===== src/rtl/uart_tx.sv =====
// UART transmitter with a small byte FIFO: start bit, 8 data bits LSB first, stop bit.
// Define UART_TX_PARITY_EN to insert an even parity bit between the data and stop bits.
module uart_tx #(
  parameter int unsigned BAUD_RATE     = 9600,
  parameter int unsigned CLOCK_FREQ_HZ = 12000000,
  parameter int unsigned FIFO_DEPTH    = 4
) (
  input  logic       CLK,
  input  logic       RST,
  input  logic [7:0] DATA,
  input  logic       VALID,
  output logic       READY,
  output logic       TX,
  output logic       BUSY
);

  localparam int unsigned BIT_PERIOD = CLOCK_FREQ_HZ / BAUD_RATE;
  localparam int unsigned CntW       = (BIT_PERIOD > 1) ? $clog2(BIT_PERIOD) : 1;
  localparam int unsigned PtrW       = (FIFO_DEPTH > 1) ? $clog2(FIFO_DEPTH) : 1;
  localparam logic [CntW-1:0] LastCnt   = CntW'(BIT_PERIOD - 1);
  localparam logic [PtrW:0]   FullCount = (PtrW + 1)'(FIFO_DEPTH);

  typedef enum logic [2:0] {StIdle, StStart, StData, StParity, StStop} state_e;

  // Declaration initialisers give the power-up state when RST is never asserted.
  state_e          state_q  = StIdle;
  state_e          state_d;
  logic [7:0]      mem_q [FIFO_DEPTH];
  logic [PtrW-1:0] wr_ptr_q = '0;
  logic [PtrW-1:0] rd_ptr_q = '0;
  logic [PtrW:0]   count_q  = '0;
  logic [CntW-1:0] cyc_q    = '0;
  logic [2:0]      bit_q    = '0;
  logic [7:0]      shift_q  = '0;
  logic            tx_q     = 1'b1;
  logic            busy_q   = 1'b0;
  logic            tx_d;
  logic            busy_d;
  logic            push;
  logic            pop;
  logic            bit_done;
  logic            fifo_empty;
`ifdef UART_TX_PARITY_EN
  logic            parity_q = 1'b0;
`endif

  assign fifo_empty = (count_q == '0);
  assign READY      = (count_q != FullCount);
  assign push       = VALID && READY;
  assign bit_done   = (cyc_q == LastCnt);
  // Pop on leaving idle, or on the last stop-bit cycle so the next frame starts with no gap.
  assign pop        = !fifo_empty && ((state_q == StIdle) || ((state_q == StStop) && bit_done));
  assign TX         = tx_q;
  assign BUSY       = busy_q;

  always_ff @(posedge CLK) begin
    if (push && !RST) begin
      mem_q[wr_ptr_q] <= DATA;
    end
  end

  always_ff @(posedge CLK) begin
    if (RST) begin
      wr_ptr_q <= '0;
      rd_ptr_q <= '0;
      count_q  <= '0;
    end else begin
      if (push) wr_ptr_q <= wr_ptr_q + PtrW'(1);
      if (pop)  rd_ptr_q <= rd_ptr_q + PtrW'(1);
      if (push && !pop)      count_q <= count_q + (PtrW + 1)'(1);
      else if (pop && !push) count_q <= count_q - (PtrW + 1)'(1);
    end
  end

  always_ff @(posedge CLK) begin
    if (RST) begin
      cyc_q   <= '0;
      bit_q   <= '0;
      shift_q <= '0;
    end else begin
      if ((state_q == StIdle) || bit_done) cyc_q <= '0;
      else                                 cyc_q <= cyc_q + CntW'(1);
      if (pop) begin
        shift_q <= mem_q[rd_ptr_q];
      end else if ((state_q == StData) && bit_done) begin
        shift_q <= {1'b0, shift_q[7:1]};
        bit_q   <= bit_q + 3'd1;
      end
    end
  end

`ifdef UART_TX_PARITY_EN
  always_ff @(posedge CLK) begin
    if (RST)      parity_q <= 1'b0;
    else if (pop) parity_q <= ^mem_q[rd_ptr_q];
  end
`endif

  always_ff @(posedge CLK) begin
    if (RST) state_q <= StIdle;
    else     state_q <= state_d;
  end

  always_comb begin
    state_d = state_q;
    case (state_q)
      StIdle:   if (!fifo_empty) state_d = StStart;
      StStart:  if (bit_done) state_d = StData;
      StData: begin
        if (bit_done && (bit_q == 3'd7)) begin
`ifdef UART_TX_PARITY_EN
          state_d = StParity;
`else
          state_d = StStop;
`endif
        end
      end
      StParity: if (bit_done) state_d = StStop;
      StStop:   if (bit_done) state_d = fifo_empty ? StIdle : StStart;
      default:  state_d = StIdle;
    endcase
  end

  always_comb begin
    tx_d   = 1'b1;
    busy_d = (state_q != StIdle) || !fifo_empty;
    case (state_q)
      StStart:  tx_d = 1'b0;
      StData:   tx_d = shift_q[0];
`ifdef UART_TX_PARITY_EN
      StParity: tx_d = parity_q;
`endif
      default:  tx_d = 1'b1;
    endcase
  end

  // TX and BUSY are registered, so both trail the state by one cycle.
  always_ff @(posedge CLK) begin
    if (RST) begin
      tx_q   <= 1'b1;
      busy_q <= 1'b0;
    end else begin
      tx_q   <= tx_d;
      busy_q <= busy_d;
    end
  end

endmodule


===== config.mk =====
export PLATFORM = sky130hd
export DESIGN_NAME = uart_tx
export DESIGN_NICKNAME = d
export VERILOG_FILES = /design/src/rtl/uart_tx.sv
export SDC_FILE = /design/constraint.sdc
export NUM_CORES = 1
export LEC_CHECK = 0
export CAP_MARGIN = 25
export CORE_ASPECT_RATIO = 0.9
export CORE_UTILIZATION = 55
export DETAILED_ROUTE_END_ITERATION = 8
export PLACE_DENSITY = 0.74
export SLEW_MARGIN = 10
export SYNTH_ARGS = -nofsm -noshare
export SYNTH_HDL_FRONTEND = slang
export SYNTH_SLANG_ARGS = --single-unit

===== constraint.sdc =====
create_clock -name CLK -period 3.6 [get_ports CLK]
set_input_delay 1.08 -clock CLK [delete_from_list [all_inputs] [get_ports CLK]]
set_output_delay 1.08 -clock CLK [all_outputs]
set_load 0.005 [all_outputs]

== Yosys cells after proc, flatten, opt, wreduce, memory -nomap -nowiden ==
Memory sizes are Yosys's and may differ from the RTL's. A register that Yosys moved wholly into a read port is not among the register bits.
Cells that the tools add are included.

* Add/subtract/negate cells: 6
* $mul: 0
* Div/mod/pow operators: 0
* Order comparisons: 0
* Equal/unequal tests: 12
* Shift-type cells: 0
* Multiplexer cells: 16
* Bitwise gates (word level): 1
* Reduce and logical (&&, ||, !) cells: 23

{| class="wikitable"
|+ Operator list
! operator !! count
|-
| $mux 3 || 7
|-
| $mux 8 || 2
|-
| $pmux 3 s5 || 1
|-
| $add 11x1->11 const B || 1
|-
| $eq 11x11->1 const B || 1
|-
| $logic_and 1x1->1 || 8
|-
| $ne 2x2->1 const B || 4
|-
| $add 3x1->3 const B || 2
|-
| $eq 3x2->1 const B || 2
|-
| $eq 3x3->1 const B || 2
|-
| $logic_not 3->1 || 2
|-
| $reduce_and 5->1 || 1
|-
| $add 2x1->2 const B || 2
|-
| $logic_not 1->1 || 4
|-
| $mux 2 || 2
|-
| $reduce_bool 2->1 || 2
|-
| $eq 3x1->1 const B || 1
|-
| $logic_or 1x1->1 || 3
|-
| $mux 1 || 3
|-
| $ne 3x3->1 const B || 1
|-
| $reduce_bool 3->1 || 1
|-
| $sub 3x1->3 const B || 1
|-
| $ne 2x1->1 const B || 1
|-
| $pmux 1 s2 || 1
|-
| 3 further kinds || 3
|}

* Register bits after elaboration: 34
* Bits in latches: 0
* Bits in writable memories: 32
* ROM bits: 0
* Input port bits: 11
* Output and inout port bits: 3
* Logic and storage cells: 68
* Memories kept: 1

{| class="wikitable"
|+ Memory list
! name !! depth !! width !! rd ports !! clocked after memory_dff !! wr ports !! line !! RTL
|-
| mem_q || 4 || 8 || 1 || 1 || 1 || 28 || <nowiki>logic [7:0] mem_q [FIFO_DEPTH];</nowiki>
|}

== Depth between registers and ports, before layout ==
* Depth after elaboration: 7
* Mapped depth: 12
* Depth with buffers taken out: 11

== Least setup slack after synthesis ==
Ideal clock, no wire load.

* Kind: flip-flop to flip-flop
* Start: register cyc_q[1]
* End: register count_q[2]
* Library setup time: 0.071 ns
* Arrival time: 2.542 ns
* Data required time: 3.529 ns
* Slack: 0.988 ns
* Cell stages (with the launch flop): 13
* Buffers on the path: 1
* Period minus slack after synthesis: 2.612 ns
* Cell sequence: dfxtp_1 inv_1 ha_1 and4bb_2 a31o_2 nand2b_1 clkbuf_1 ha_1 inv_1 fa_1 xor2_1 or3_1 a21oi_1

* Cells in the longest elaborated chain, start to end: 7
* Elaborated cells between the ends (all ways): 9
* Classes of those cells: eq/ne: 1; mux: 1; reduce/logical: 7

{| class="wikitable"
|+ RTL lines
! what !! line !! RTL
|-
| start, declared || 32 || <nowiki>logic [CntW-1:0] cyc_q = '0;</nowiki>
|-
| start signal, assigned || 82 || <nowiki>else cyc_q <= cyc_q + CntW'(1);</nowiki>
|-
| $eq 11x11->1 * || 50 || <nowiki>assign bit_done = (cyc_q == LastCnt);</nowiki>
|-
| $logic_and 1x1->1 * || 52 || <nowiki>assign pop = !fifo_empty && ((state_q == StIdle) || ((state_q == StStop) && bit_done));</nowiki>
|-
| $logic_or 1x1->1 * || 52 ||
|-
| $logic_and 1x1->1 * || 52 ||
|-
| $logic_not 1->1 || 70 || <nowiki>if (push && !pop) count_q <= count_q + (PtrW + 1)'(1);</nowiki>
|-
| $logic_and 1x1->1 || 70 ||
|-
| $mux 3 or $reduce_bool 2->1 (tied branches) || - ||
|-
| end signal, assigned || 70 ||
|-
| end signal, assigned || 71 || <nowiki>else if (pop && !push) count_q <= count_q - (PtrW + 1)'(1);</nowiki>
|-
| end, declared || 31 || <nowiki>logic [PtrW:0] count_q = '0;</nowiki>
|}

Mark *: on every way between the ends. The rest lies on a longest branch, timed or not.
A chain may end at the register's enable or synchronous reset.

== Worst setup path in the final report ==
Ends and elaborated chain as after synthesis.

==> results.json <==
{
  "status": "finished clean",
  "drc_errors": 0,
  "drv_cap": 0,
  "routed-via-count": 1790,
  "cp_num_buf_inv": 2,
  "syn-cell-area_um2": 2883,
  "powerDensity_nw_per_um2": 621.1,
  "fin_cells": 315,
  "core_region_area_um2": 4955,
  "rsz0062_at_grt": "no",
  "grt_pass1_vias": 1616,
  "cts_buffers": 9,
  "crit_fanout": 9,
  "crit_required_ns": 3.88,
  "die_height_um": 70.68,
  "drt_first_pass_iters": 4,
  "cts_max_level": 3,
  "path_class": "flip-flop to flip-flop",
  "whs_ns": 0.4794,
  "dp_cells": 299,
  "drt-initial-drc-count": 80,
  "final_util_pct": 65.76,
  "initial_utilization_pct": 58.18,
  "io_buffers": 13,
  "clk_latency_ns": 0.35,
  "setup_viol": 0,
  "crit_path_top_delay_cell": "dfxtp_1",
  "vdd_ir_drop_max_mv": 0.3718,
  "cts_tree": "built",
  "placed_cell_area_um2": 3075,
  "cpLargestDelayFamily": "simple AND/OR/NAND/NOR gates",
  "post_cts_buffers": 0,
  "place.gp.congestion": 0.7390,
  "dpl.hpwl_um": 3215,
  "worstMarginPinSlew_ns": 0.9359,
  "slowest_delay_ns": 0.38,
  "syn_avg_cell_area_um2": 12.64,
  "grt-ovfl-total": 0,
  "clkTransAtPathRegs_ns": 0.07,
  "tns_ns": 0,
  "slew_headroom_pct": 37.31,
  "area_growth_pct": 13.02,
  "antenna_left": 0,
  "yosysUniqueCellTypes": 40,
  "fin_crit_sh_pct": 79.42,
  "syn-num-nets": 249,
  "fin_area_um2": 3258,
  "final.setup_skew_ns": 0.008128,
  "antenna_cells": 0,
  "startpoint_type": "flip-flop",
  "row_count": 24,
  "cts_hold_buf": 0,
  "max_freq_ghz": 0.3498,
  "grt_pass1_wl_um": 8017,
  "hold_violations": 0,
  "viasPerCell": 5.683,
  "cts-resized-gates": 0,
  "ys_ff_latch": 68,
  "clockRootBuffer": "clkbuf_8",
  "chipWidth_um": 78.32,
  "dieArea_um2": 5535,
  "arrival_ns": 3.14,
  "drt-wirelength-per-cell_um": 15.03,
  "crit_chain": "inv_1 > ha_1 > and4bb_2 > a31o_2 > nand2b_1 > ha_1 > inv_1 > fa_1 > xor2_1 > or3_1 > a21oi_1",
  "grt_max_degree": 19,
  "yosys_warnings": 0,
  "fin_nets": 266,
  "hold_class": "flip-flop to flip-flop",
  "min_period_ns": 2.859,
  "cts.sinks": 68,
  "p_leak_uw": 0.001133,
  "antenna_found_initial": 0,
  "track_usage_pct": 19.88,
  "ios": 14,
  "endpoint_kind": "flip-flop",
  "syn_inst": 228,
  "drive_above_1_share_pct": 12.40,
  "maxSlewViolCount": 0,
  "clock_path_buffers": 2,
  "synth-seq-area-share_pct": 58.33,
  "drt-total-wl_um": 4736
}
-- power by group --
part           internal (uW)  switching (uW)
combinational            249             211
sequential               912            80.3
clock                    259             313
total                   1420             604
-- area by class of cell --
type / instances / area [um2]
Multi-Input combinational cell: 143 / 1134
Tap cell: 65 / 81.33
Fill cell: 382 / 1697
Sequential cell: 68 / 1682
Timing Repair Buffer: 16 / 152.6
Inverter: 7 / 26.28
Clock buffer: 9 / 123.9
Clock inverter: 7 / 58.81
-- layout by cell type, fill, tap and decap left out, types with 2 or more instances in the layout --
master and instances:
a21oi_1 9, a311o_1 7, and2_1 5, and2b_1 3, buf_4 3, clkbuf_8 9, clkdlybuf4s50_1 13, clkinv_4 2
clkinvlp_4 2, dfxtp_1 36, edfxtp_1 32, ha_1 9, inv_1 7, inv_6 3, mux2i_1 3, mux4_2 8
nand2_1 6, nand3_1 5, nand4_1 5, nor2_1 22, nor2b_1 11, nor3_1 4, nor3b_1 3, nor4b_1 7
o21ai_0 4, or3_1 4, xnor2_1 5, xor2_1 8
-- cells by family after synthesis --
family | after synthesis | share of synthesized area [%]
and+or+nand+nor | 84 | 17.49
muxes | 11 | 7.292
DFF | 68 | 58.33
buffers and inverters | 17 | 2.344
adders and majority gates | 10 | 4.601
AOI/OAI and AO/OA | 25 | 5.990
xor gates and xnor gates | 13 | 3.950
-- state kept, by name, summed over array words and instances, names as in the netlist, named ones only --
signal	cells
mem_q	32
rd_ptr_q	2
TX	1
BUSY	1
count_q	3
state_q	3
bit_q	3
shift_q	8
cyc_q	11
wr_ptr_q	2
-- path summary, 6_finish.rpt --
kind	startpoint	endpoint	slack, ns	depth (start not counted)
max reg2reg	cyc_q[1]	count_q[2]	0.74	11
min	cyc_q[0]	cyc_q[0]	0.48	1
min reg2reg	cyc_q[0]	cyc_q[0]	0.48	1
max	cyc_q[1]	count_q[2]	0.74	11
-- cells in the mapped netlist --
cell type / instances / area, um2
a21boi_0: 1 / 7.510
a21oi_1: 9 / 45.04
a311o_1: 7 / 70.07
a31o_2: 1 / 8.760
a31oi_1: 1 / 6.260
and2_1: 5 / 31.28
and2b_1: 3 / 22.52
and3_1: 1 / 6.260
and4_1: 1 / 8.760
and4bb_2: 1 / 12.51
buf_1: 2 / 7.510
buf_2: 3 / 15.01
clkbuf_1: 5 / 18.77
dfxtp_1: 36 / 720.7
edfxtp_1: 32 / 960.9
fa_1: 1 / 20.02
ha_1: 9 / 112.6
inv_1: 7 / 26.28
mux2i_1: 3 / 30.03
mux4_2: 8 / 180.2
nand2_1: 6 / 22.52
nand2b_1: 1 / 6.260
nand3_1: 5 / 25.02
nand3b_1: 1 / 7.510
nand4_1: 5 / 31.28
nor2_1: 22 / 82.58
nor2b_1: 11 / 68.82
nor3_1: 4 / 20.02
nor3b_1: 3 / 22.52
nor4b_1: 7 / 61.31
nor4b_4: 1 / 23.77
o211ai_1: 1 / 7.510
o21ai_0: 4 / 20.02
o31ai_1: 1 / 7.510
or3_1: 4 / 25.02
or3b_2: 1 / 8.760
or4_1: 1 / 7.510
or4b_1: 1 / 10.01
xnor2_1: 5 / 43.79
xor2_1: 8 / 70.07
-- stage by stage --
step / power, uW / worst slack (ns)
6_report: 2024 / 0.7409
5_1_grt: 2150 / 0.5013
4_1_cts: 2048 / 0.7439
3_5_place_dp: 1467 / 0.5668
3_3_place_gp: 1457 / 0.6321
2_1_floorplan: 1343 / 0.9878
-- per-layer routing --
metal | track usage, % | vias to the layer above | routed length [um]
li1 | - | 877 | -
met5 | 0 | - | 0
met1 | 27.01 | 863 | 2296
met3 | 7.613 | 12 | 206
met2 | 28.07 | 38 | 2127
met4 | 9.671 | 0 | 105
Power figures use the tool's default switching activity.
